**config.mk**
```make
export PLATFORM = sky130hd
export DESIGN_NAME = fence_sequencer_flat
export DESIGN_NICKNAME = d
export VERILOG_FILES = /design/src/rtl/fence_sequencer_if.sv /design/src/rtl/fence_sequencer.sv /design/src/flat_wrapper.sv
export SDC_FILE = /design/constraint.sdc
export NUM_CORES = 1
export LEC_CHECK = 0
export ABC_AREA = 0
export BUFFER_PORTS_ARGS = -buffer_cell sky130_fd_sc_hd__buf_2
export CAP_MARGIN = 5
export CORE_MARGIN = 3
export CORE_UTILIZATION = 57
export DETAILED_ROUTE_END_ITERATION = 7
export PLACE_DENSITY = 0.89
export RECOVER_POWER = 50
export SLEW_MARGIN = 20
export SYNTH_ARGS = -nofsm -noshare
export SYNTH_HDL_FRONTEND = slang
export SYNTH_SLANG_ARGS = --single-unit
```
**constraint.sdc**
```tcl
create_clock -name clk_i -period 3.15 [get_ports clk_i]
set_clock_uncertainty 0.05 [all_clocks]
set_input_delay 0.7875 -clock clk_i [delete_from_list [all_inputs] [get_ports clk_i]]
set_output_delay 0.7875 -clock clk_i [all_outputs]
set_load 0.03 [all_outputs]
```
**src/rtl/fence_sequencer_if.sv**
```systemverilog
`default_nettype none
// ---------------------------------------------------------------------------
// fence_sequencer_if : commit / store-buffer / cache / TLB side of the fence
//                      sequencer, grouped as one bundle.        Rev 1.0
// ---------------------------------------------------------------------------
interface fence_sequencer_if;
  logic fence_i;
  logic fence_i_i;
  logic sfence_vma_i;
  logic fence_t_i;
  logic no_st_pending_i;
  logic dcache_flush_o;
  logic dcache_flush_ack_i;
  logic icache_flush_o;
  logic tlb_flush_o;
  logic flush_pipeline_o;
  logic busy_o;
  logic done_o;

  // master: the surrounding core (commit, store buffer, caches)
  modport master (
    output fence_i, fence_i_i, sfence_vma_i, fence_t_i,
    output no_st_pending_i, dcache_flush_ack_i,
    input  dcache_flush_o, icache_flush_o, tlb_flush_o,
    input  flush_pipeline_o, busy_o, done_o
  );

  modport slave (
    input  fence_i, fence_i_i, sfence_vma_i, fence_t_i,
    input  no_st_pending_i, dcache_flush_ack_i,
    output dcache_flush_o, icache_flush_o, tlb_flush_o,
    output flush_pipeline_o, busy_o, done_o
  );
endinterface
`default_nettype wire

```
**src/rtl/fence_sequencer.sv**
```systemverilog
`default_nettype none
// ---------------------------------------------------------------------------
// fence_sequencer : orders store drain, D$ flush, I$/TLB flush and FENCE.T
//                   padding for one committed fence at a time.  Rev 1.0
// ---------------------------------------------------------------------------
module fence_sequencer #(
  parameter bit          DcacheWriteback = 1'b1,
  parameter int unsigned FenceTPadCycles = 16
) (
  input  logic             clk_i,
  input  logic             rst_ni,
  fence_sequencer_if.slave bus
);

  typedef enum logic [2:0] {
    S_IDLE   = 3'd0,
    S_DRAIN  = 3'd1,
    S_DFLUSH = 3'd2,
    S_CFLUSH = 3'd3,
    S_PAD    = 3'd4,
    S_DONE   = 3'd5
  } state_e;

  typedef enum logic [1:0] {
    OP_FENCE   = 2'd0,
    OP_FENCE_I = 2'd1,
    OP_SFENCE  = 2'd2,
    OP_FENCE_T = 2'd3
  } op_e;

  localparam int unsigned CntW = (FenceTPadCycles > 0) ? $clog2(FenceTPadCycles + 1) : 1;
  localparam logic [CntW-1:0] PadLoad =
    (FenceTPadCycles > 0) ? CntW'(FenceTPadCycles - 1) : '0;

  state_e          state_q;
  op_e             op_q;
  logic [CntW-1:0] cnt_q;
  logic            dflush_q;
  logic            icache_q;
  logic            tlb_q;
  logic            done_q;
  logic            busy_q;

  logic req_any;
  op_e  req_op;
  logic need_dflush;
  logic cflush_ic;
  logic cflush_tlb;

  // Fixed priority: FENCE.T > FENCE.I > FENCE > SFENCE.VMA
  always_comb begin
    req_any = bus.fence_t_i | bus.fence_i_i | bus.fence_i | bus.sfence_vma_i;
    req_op  = OP_SFENCE;
    if (bus.fence_t_i)      req_op = OP_FENCE_T;
    else if (bus.fence_i_i) req_op = OP_FENCE_I;
    else if (bus.fence_i)   req_op = OP_FENCE;
  end

  assign need_dflush = (op_q == OP_FENCE_T) || (DcacheWriteback && (op_q != OP_SFENCE));
  assign cflush_ic   = (op_q == OP_FENCE_I) || (op_q == OP_FENCE_T);
  assign cflush_tlb  = (op_q == OP_SFENCE)  || (op_q == OP_FENCE_T);

  // Outputs are registered alongside the state they belong to.
  always_ff @(posedge clk_i) begin
    if (!rst_ni) begin
      state_q  <= S_IDLE;
      op_q     <= OP_FENCE;
      cnt_q    <= '0;
      dflush_q <= 1'b0;
      icache_q <= 1'b0;
      tlb_q    <= 1'b0;
      done_q   <= 1'b0;
      busy_q   <= 1'b0;
    end else begin
      dflush_q <= 1'b0;
      icache_q <= 1'b0;
      tlb_q    <= 1'b0;
      done_q   <= 1'b0;
      case (state_q)
        S_IDLE: begin
          if (req_any) begin
            state_q <= S_DRAIN;
            op_q    <= req_op;
            busy_q  <= 1'b1;
          end
        end
        S_DRAIN: begin
          if (bus.no_st_pending_i) begin
            if (need_dflush) begin
              state_q  <= S_DFLUSH;
              dflush_q <= 1'b1;
            end else if (op_q == OP_FENCE) begin
              state_q <= S_DONE;
              done_q  <= 1'b1;
            end else begin
              state_q  <= S_CFLUSH;
              icache_q <= cflush_ic;
              tlb_q    <= cflush_tlb;
            end
          end
        end
        S_DFLUSH: begin
          if (!bus.dcache_flush_ack_i) begin
            dflush_q <= 1'b1;
          end else if (op_q == OP_FENCE) begin
            state_q <= S_DONE;
            done_q  <= 1'b1;
          end else begin
            state_q  <= S_CFLUSH;
            icache_q <= cflush_ic;
            tlb_q    <= cflush_tlb;
          end
        end
        S_CFLUSH: begin
          if ((op_q == OP_FENCE_T) && (FenceTPadCycles > 0)) begin
            state_q <= S_PAD;
            cnt_q   <= PadLoad;
          end else begin
            state_q <= S_DONE;
            done_q  <= 1'b1;
          end
        end
        S_PAD: begin
          if (cnt_q == '0) begin
            state_q <= S_DONE;
            done_q  <= 1'b1;
          end else begin
            cnt_q <= cnt_q - 1'b1;
          end
        end
        S_DONE: begin
          state_q <= S_IDLE;
          busy_q  <= 1'b0;
        end
        default: begin
          state_q <= S_IDLE;
          busy_q  <= 1'b0;
        end
      endcase
    end
  end

  assign bus.dcache_flush_o   = dflush_q;
  assign bus.icache_flush_o   = icache_q;
  assign bus.tlb_flush_o      = tlb_q;
  assign bus.flush_pipeline_o = done_q;
  assign bus.done_o           = done_q;
  assign bus.busy_o           = busy_q;

endmodule
`default_nettype wire

```
**src/flat_wrapper.sv**
```systemverilog
// flat-port wrapper written by rule: the top's interface ports become plain ports
module fence_sequencer_flat 
#(
  parameter bit          DcacheWriteback = 1'b1,
  parameter int unsigned FenceTPadCycles = 16
)
  (clk_i, rst_ni, bus_fence_i, bus_fence_i_i, bus_sfence_vma_i, bus_fence_t_i, bus_no_st_pending_i, bus_dcache_flush_ack_i, bus_dcache_flush_o, bus_icache_flush_o, bus_tlb_flush_o, bus_flush_pipeline_o, bus_busy_o, bus_done_o);
  fence_sequencer_if bus_i ();
  input  logic clk_i;
  input  logic rst_ni;
  input wire logic [$bits(bus_i.fence_i)-1:0] bus_fence_i;
  input wire logic [$bits(bus_i.fence_i_i)-1:0] bus_fence_i_i;
  input wire logic [$bits(bus_i.sfence_vma_i)-1:0] bus_sfence_vma_i;
  input wire logic [$bits(bus_i.fence_t_i)-1:0] bus_fence_t_i;
  input wire logic [$bits(bus_i.no_st_pending_i)-1:0] bus_no_st_pending_i;
  input wire logic [$bits(bus_i.dcache_flush_ack_i)-1:0] bus_dcache_flush_ack_i;
  output wire logic [$bits(bus_i.dcache_flush_o)-1:0] bus_dcache_flush_o;
  output wire logic [$bits(bus_i.icache_flush_o)-1:0] bus_icache_flush_o;
  output wire logic [$bits(bus_i.tlb_flush_o)-1:0] bus_tlb_flush_o;
  output wire logic [$bits(bus_i.flush_pipeline_o)-1:0] bus_flush_pipeline_o;
  output wire logic [$bits(bus_i.busy_o)-1:0] bus_busy_o;
  output wire logic [$bits(bus_i.done_o)-1:0] bus_done_o;
  assign bus_i.fence_i = bus_fence_i;
  assign bus_i.fence_i_i = bus_fence_i_i;
  assign bus_i.sfence_vma_i = bus_sfence_vma_i;
  assign bus_i.fence_t_i = bus_fence_t_i;
  assign bus_i.no_st_pending_i = bus_no_st_pending_i;
  assign bus_i.dcache_flush_ack_i = bus_dcache_flush_ack_i;
  assign bus_dcache_flush_o = bus_i.dcache_flush_o;
  assign bus_icache_flush_o = bus_i.icache_flush_o;
  assign bus_tlb_flush_o = bus_i.tlb_flush_o;
  assign bus_flush_pipeline_o = bus_i.flush_pipeline_o;
  assign bus_busy_o = bus_i.busy_o;
  assign bus_done_o = bus_i.done_o;
  fence_sequencer #(.DcacheWriteback(DcacheWriteback), .FenceTPadCycles(FenceTPadCycles)) u_core (.clk_i(clk_i), .rst_ni(rst_ni), .bus(bus_i));
endmodule
```
==> flow_summary_export.csv, run 1 <==
group,metric,value,unit
floorplan,io_pins,14,
final_layout,antenna_cells,0,
pwr,cellPowerDensity,566,mW/mm^2
sta,fin_setup_tns,0,ps
synth,synth-edff-count,0,
worst_setup_path,end_kind,"output port",
worst_setup_path,cp_cell_sequence,"clkbuf_1",
drt,via_per_inst,6.02,
pwr,total_power,490,uW
global_route,grt_pass1_wl,2650,microns
clocking,cts_resized,0,
clocking,cts_buffers,3,
global_route,antenna_found_initial,0,
worst_setup_path,r2r_start,"u_core.cnt_q[0]",
sta,fin_crit,1740,ps
clocking,cts_tree,"done",
synth,syn_avg_cell_area,7.86,sq um
place,dpl-instance-area,846,sq um
place,gp_congestion,0.868,
clocking,cts_setup_buffers,0,
synth,synthesis.nets,112,
floorplan,die_h,43.7,microns
worst_setup_path,critPathKind,"reg -> out",
drt,dr_wl_met3,118,microns
worst_setup_path,critPathSlowestCell,"dfxtp_1",
worst_setup_path,cp.depth,1,
final_layout,drive_gt1_share,12.5,%
synth,synth-seq-cells,15,
sta,fmax,0.576,GHz
synth,synthesis.area,810,sq um
worst_hold_path,worst_hold_startpoint,"u_core.cnt_q[4]",
final_layout,nNetsFinal,122,
outcome,status,"complete, no violations",
clocking,clkSlewWorstSetupHoldPaths,80,ps
global_route,track_usage,18.4,%
global_route,grt_max_degree,19,
drt,routed_wl,1580,microns
floorplan,rows,12,
worst_setup_path,max_stage_delay,310,ps
clocking,cts_htree_levels,1,
place,dp_hpwl,1130,microns
worst_setup_path,startpoint,"u_core.bus.tlb_flush_o",
drt,vias,758,
worst_setup_path,worstPathArrival,900,ps
synth,async_flop_share,0,%
drt,firstDrtPassIters,4,
floorplan,die_w,43.7,microns
pwr,ir_drop,0.319,mV
final_layout,area_growth,6.80,%
sta,hold_viol_final,0,
worst_setup_path,worstPathRequired,2310,ps
drt,drtAntennaViolNets,0,
sta,worst_pin_slew,559,ps
drt,dr.max_layer_used,"met4",
drt,dr.first_iter.drc_count,36,
clocking,cts_buffer_depth,2,
synth,yosys_warnings,0,
pwr,cellLeakagePower,0.000351,uW
floorplan,start_util,66.6,%
worst_hold_path,min_path_cells,2,
sta,timing.slew.headroom,62.7,%
place,io_buffer_count,13,
clocking,clock_latency,290,ps
clocking,clock_sinks,15,
drt,post-route-drc-count,0,
sta,rsz0062_at_grt,"false",
global_route,grt_overflow_total,0,
synth,ys_types,32,
drt,wl_met2,713,microns
sta,maxSlewViolCount,0,
worst_setup_path,r2r_cells,6,
final_layout,multi_input_comb_area,445,sq um
final_layout,design_area,865,sq um
worst_setup_path,startpoint_type,"flop",
drt,routedLengthMet1,720,microns
final_layout,fillCellCount,98,
worst_setup_path,path_delay_family,"flip-flops",
synth,synthCells,103,
floorplan,coreArea,0.00122,sq mm
final_layout,regArea,300,sq um
worst_setup_path,cp_max_fo,1,
drt,wl_per_cell,12.5,microns
synth,synth_flop_cell,"dfxtp_1",
clocking,root_buffer,"clkbuf_4",
sta,setup_violations,0,
floorplan,dieArea,0.00191,sq mm
synth,ys_seq_area_share,37.1,%
worst_hold_path,hp-class,"reg -> reg",
global_route,first_global_vias,623,
worst_setup_path,worst-path-buf-inv,1,
job,drv_cap,0,
clocking,hold_buffers,0,
sta,fin_crit_sh,55.1,%
sequential cells by signal (all words and copies together), names as in the netlist:
| name | flops |
|---|---|
| u_core.bus.busy_o | 1 |
| u_core.bus.dcache_flush_o | 1 |
| u_core.bus.done_o | 1 |
| u_core.bus.icache_flush_o | 1 |
| u_core.bus.tlb_flush_o | 1 |
| u_core.cnt_q | 5 |
| u_core.op_q | 2 |
| u_core.state_q | 3 |
kinds of logic after synthesis:
kind of cell | Yosys count | share of synthesized area [%]
xor+xnor | 1 | 1.08
flops | 15 | 37.1
buf+inv | 12 | 7.57
compound gates | 25 | 19.3
fa+ha+maj | 1 | 1.55
simple gates | 49 | 33.4
Yosys cell counts (2+ instances only):
library cell	count	share of area, %
dfxtp_1	15	37
nor2_1	15	7.0
a21oi_1	9	5.6
nand2_1	8	3.7
nand2b_1	5	3.9
o21ai_0	5	3.1
a211oi_1	4	3.7
buf_2	4	2.5
inv_1	4	1.9
nor3_1	4	2.5
nor3b_1	3	2.8
clkbuf_1	2	0.93
nand3_1	2	1.2
nor4_1	2	1.5
nor4b_1	2	2.2
o211a_1	2	2.5
or3_1	2	1.5
metal layers:
metal | track usage [%] | vias to the layer above
li1 | - | 382
met1 | 25.8 | 343
met2 | 25.6 | 28
met3 | 6.22 | 5
met4 | 7.23 | 0
met5 | 0 | -
through the flow:
step           util, %  setup WS, ps  cells  hold slack (ps)
2_1_floorplan        -          1410    103              374
3_3_place_gp      69.5          1210    122              388
3_5_place_dp      69.5          1160    122              406
4_1_cts           71.7          1440    126              419
5_1_grt           71.1          1280    126              456
6_report          71.1          1410    126              424
final timing paths:
| kind | end | slack [ps] |
|---|---|---|
| min | u_core.cnt_q[4] | 420 |
| min reg2reg | u_core.cnt_q[4] | 420 |
| max | bus_tlb_flush_o | 1410 |
| max reg2reg | u_core.cnt_q[2] | 1430 |
worst reg2reg max path: cells and delay by family, from the launching register on:
family,cells,cell delay [ps]
buffers and inverters,1,60
and+or+nand+nor,2,570
AOI/OAI and AO/OA,2,400
DFF,1,340
adders and majority gates,1,200
final cells by class:
class | count | share of cell area [%]
clock buffer | 4 | 3.04
sequential | 15 | 34.7
tap | 14 | 2.03
inverter | 4 | 1.74
timing repair buffer | 13 | 6.95
multi-input combinational | 76 | 51.5
placed cells by master (no fill, tap or decap):
cell      count
dfxtp_1      15
inv_1         4
or3_1         2
nor4_1        2
a211oi_1      4
nand4b_1      1
nand2b_1      5
a21oi_1       9
o21bai_1      1
o211a_1       2
nor2_1       15
nor4b_1       2
o21ai_1       1
nor3_1        4
nor2b_1       1
ha_1          1
o21ai_0       5
o22ai_1       1
nor4b_2       1
buf_2         9
nor3_2        1
a31oi_1       1
nand3_1       2
and3_1        1
clkbuf_4      3
o2111a_1      1
xnor2_1       1
or3b_1        1
clkbuf_1      5
nor3b_1       3
nand2_1       8
where the power goes:
part / internal, uW / switching (uW)
combinational: 52.0 / 71.5
sequential: 210 / 44.9
clock: 49.4 / 61.9
(Power assumes the default switching activity.)
==> inputs of run 2 (changes only) <==
- CORE_UTILIZATION: 57 -> 48
- PLACE_DENSITY: 0.89 -> 0.81
- clock period: 3.15 -> 1.5 ns (I/O delays scaled with it)
==> run 2 against run 1 <==
  * Count of clock-buffer cells in the layout did not move
  * Wire length rose by 13%
  * Total power up 120%
  * Worst hold slack lost 84 ps
  * Sequential cell count stayed put
  * Worst setup slack lost 1400 ps
  * Critical endpoint is now u_core.cnt_q[2]
  * Register-to-register slack worse by 1400 ps
  * Combinational power grew to 2.6 times the previous value
  * Critical path type is now reg -> reg
==> flow_summary_export.csv, run 2 (synthesized netlist as in run 1, its figures left out) <==
group,metric,value,unit
worst_setup_path,max_stage_delay,340,ps
pwr,ir_drop,0.680,mV
sta,worst_pin_slew,365,ps
place,gp_congestion,0.785,
floorplan,start_util,52.5,%
place,dpl-instance-area,917,sq um
final_layout,nNetsFinal,130,
worst_setup_path,startpoint_type,"flop",
clocking,clock_latency,280,ps
clocking,cts_setup_buffers,0,
clocking,cts_htree_levels,1,
worst_hold_path,hp-class,"in -> reg",
sta,fin_crit,1460,ps
clocking,clock_sinks,15,
global_route,grt_pass1_wl,2980,microns
worst_setup_path,path_delay_family,"simple AND/OR/NAND/NOR gates",
final_layout,drive_gt1_share,25.8,%
worst_setup_path,worst-path-buf-inv,1,
drt,routed_wl,1780,microns
sta,setup_violations,0,
worst_setup_path,end_kind,"flop",
sta,maxSlewViolCount,0,
final_layout,antenna_cells,0,
place,pre_cts_slack,-74.2,ps
outcome,status,"complete, no violations",
floorplan,dieArea,0.00222,sq mm
global_route,grt_overflow_total,0,
worst_setup_path,cp_cell_sequence,"inv_2 -> ha_4 -> nor4b_4 -> nand2b_4 -> o21ai_2 -> o2111a_1",
final_layout,design_area,968,sq um
drt,vias,798,
final_layout,reg.largest.list,"u_core.cnt_q x5, u_core.state_q x3, u_core.op_q x2",
global_route,grt_max_degree,12,
worst_setup_path,critPathKind,"reg -> reg",
floorplan,rows,14,
sta,timing.slew.headroom,75.8,%
sta,fin_crit_sh,97.2,%
final_layout,final_common_cell,"nor2_1",
final_layout,layout_common_cells,"nor2_1, dfxtp_1, a21oi_1",
worst_setup_path,r2r-end,"u_core.cnt_q[2]",
final_layout,area_growth,19.6,%
drt,via_per_inst,5.87,
drt,firstDrtPassIters,4,
worst_setup_path,worstPathArrival,1580,ps
clocking,cts_buffer_depth,2,
worst_setup_path,r2r_cells,6,
floorplan,die_h,47.1,microns
place,dp_cells,132,
clocking,clkSlewWorstSetupHoldPaths,90,ps
worst_hold_path,worst_hold_startpoint,"bus_fence_i_i",
final_layout,largest_register,"u_core.cnt_q",
worst_setup_path,worstPathRequired,1620,ps
global_route,track_usage,18.8,%
floorplan,coreArea,0.00154,sq mm
pwr,cellPowerDensity,1110,mW/mm^2
drt,drtAntennaViolNets,0,
place,io_buffer_count,13,
floorplan,die_w,47.1,microns
pwr,cellLeakagePower,0.000412,uW
job,drv_cap,0,
worst_setup_path,r2r_start,"u_core.cnt_q[1]",
worst_hold_path,min_path_cells,3,
worst_setup_path,critPathSlowestCell,"dfxtp_2",
final_layout,finalNonFillerCells,136,
drt,wl_per_cell,13.1,microns
drt,post-route-drc-count,0,
sta,fmax,0.686,GHz
global_route,first_global_vias,706,
floorplan,io_pins,14,
sta,hold_viol_final,0,
final_layout,largest_reg_flops,5,
worst_setup_path,r2r_slack,40,ps
worst_hold_path,whs_endpoint,"u_core.op_q[0]",
worst_setup_path,cp_max_fo,4,
sta,worst_slack,42.4,ps
clocking,cts_buffers,3,
global_route,antenna_found_initial,0,
place,dp_hpwl,1250,microns
clocking,root_buffer,"clkbuf_4",
clocking,cts_tree,"done",
drt,dr.first_iter.drc_count,34,
## run 2: cell types whose count changed in the layout (fill, tap and decap cells not counted), sizes merged
cell    previous run  this run
buf                9        14
clkbuf             8        11
## run 2: repair_timing
item	4_1_cts	5_1_grt
resized for setup	5	7
hold buffers	0	0
setup endpoints to repair	5	9
pin swaps	0	1
## run 2: power by group
| group | switching, uW | internal [uW] | total [uW] |
|---|---|---|---|
| Clock | 126 | 103 | 229 |
| Sequential | 76.5 | 445 | 521 |
| Combinational | 187 | 141 | 328 |
## run 2: worst register-to-register path, delay by kind of cell (launching register included)
family / cells / cell delay (ps)
AOI/OAI and AO/OA: 2 / 330
adders and majority gates: 1 / 140
buffers and inverters: 1 / 60
DFF: 1 / 340
and+or+nand+nor: 2 / 440
## run 2: final cells by class
class	count	area [sq um]
well taps	16	20.0
multi-input cells	76	490
flip-flops and latches	15	305
inverters	4	15.0
fillers	140	573
clock buffers	4	26.3
repair buffers	21	111
## run 2: worst max-delay path by stage
stage                          startpoint           endpoint  slack (ps)  cells after the start
after floorplan           u_core.cnt_q[0]    u_core.cnt_q[2]          60                      6
after global placement      bus_fence_i_i  u_core.state_q[0]         -80                      6
after detailed placement    bus_fence_i_i  u_core.state_q[0]         -70                      6
after CTS                 u_core.cnt_q[1]    u_core.cnt_q[2]          20                      6
after global routing      u_core.cnt_q[0]    u_core.cnt_q[2]         -30                      6
final                     u_core.cnt_q[1]    u_core.cnt_q[2]          40                      6
## run 2: metrics by stage
stage | setup TNS, ps | power (uW) | utilization, % | hold WS [ps]
global route | -31.3 | 1160 | 62.8 | 347
global placement | -95.4 | 839 | 59.5 | 420
detailed placement | -108 | 847 | 59.5 | 416
CTS | 0 | 1080 | 62.5 | 339
finish | 0 | 1080 | 62.8 | 341
floorplan | 0 | 762 | - | 396
## run 2: routing by layer
metal	wire length, microns	vias up	track usage (%)
li1	-	395	-
met1	767	355	24.9
met2	832	44	28.7
met3	160	4	2.68
met4	23	0	11.0
met5	0	-	0
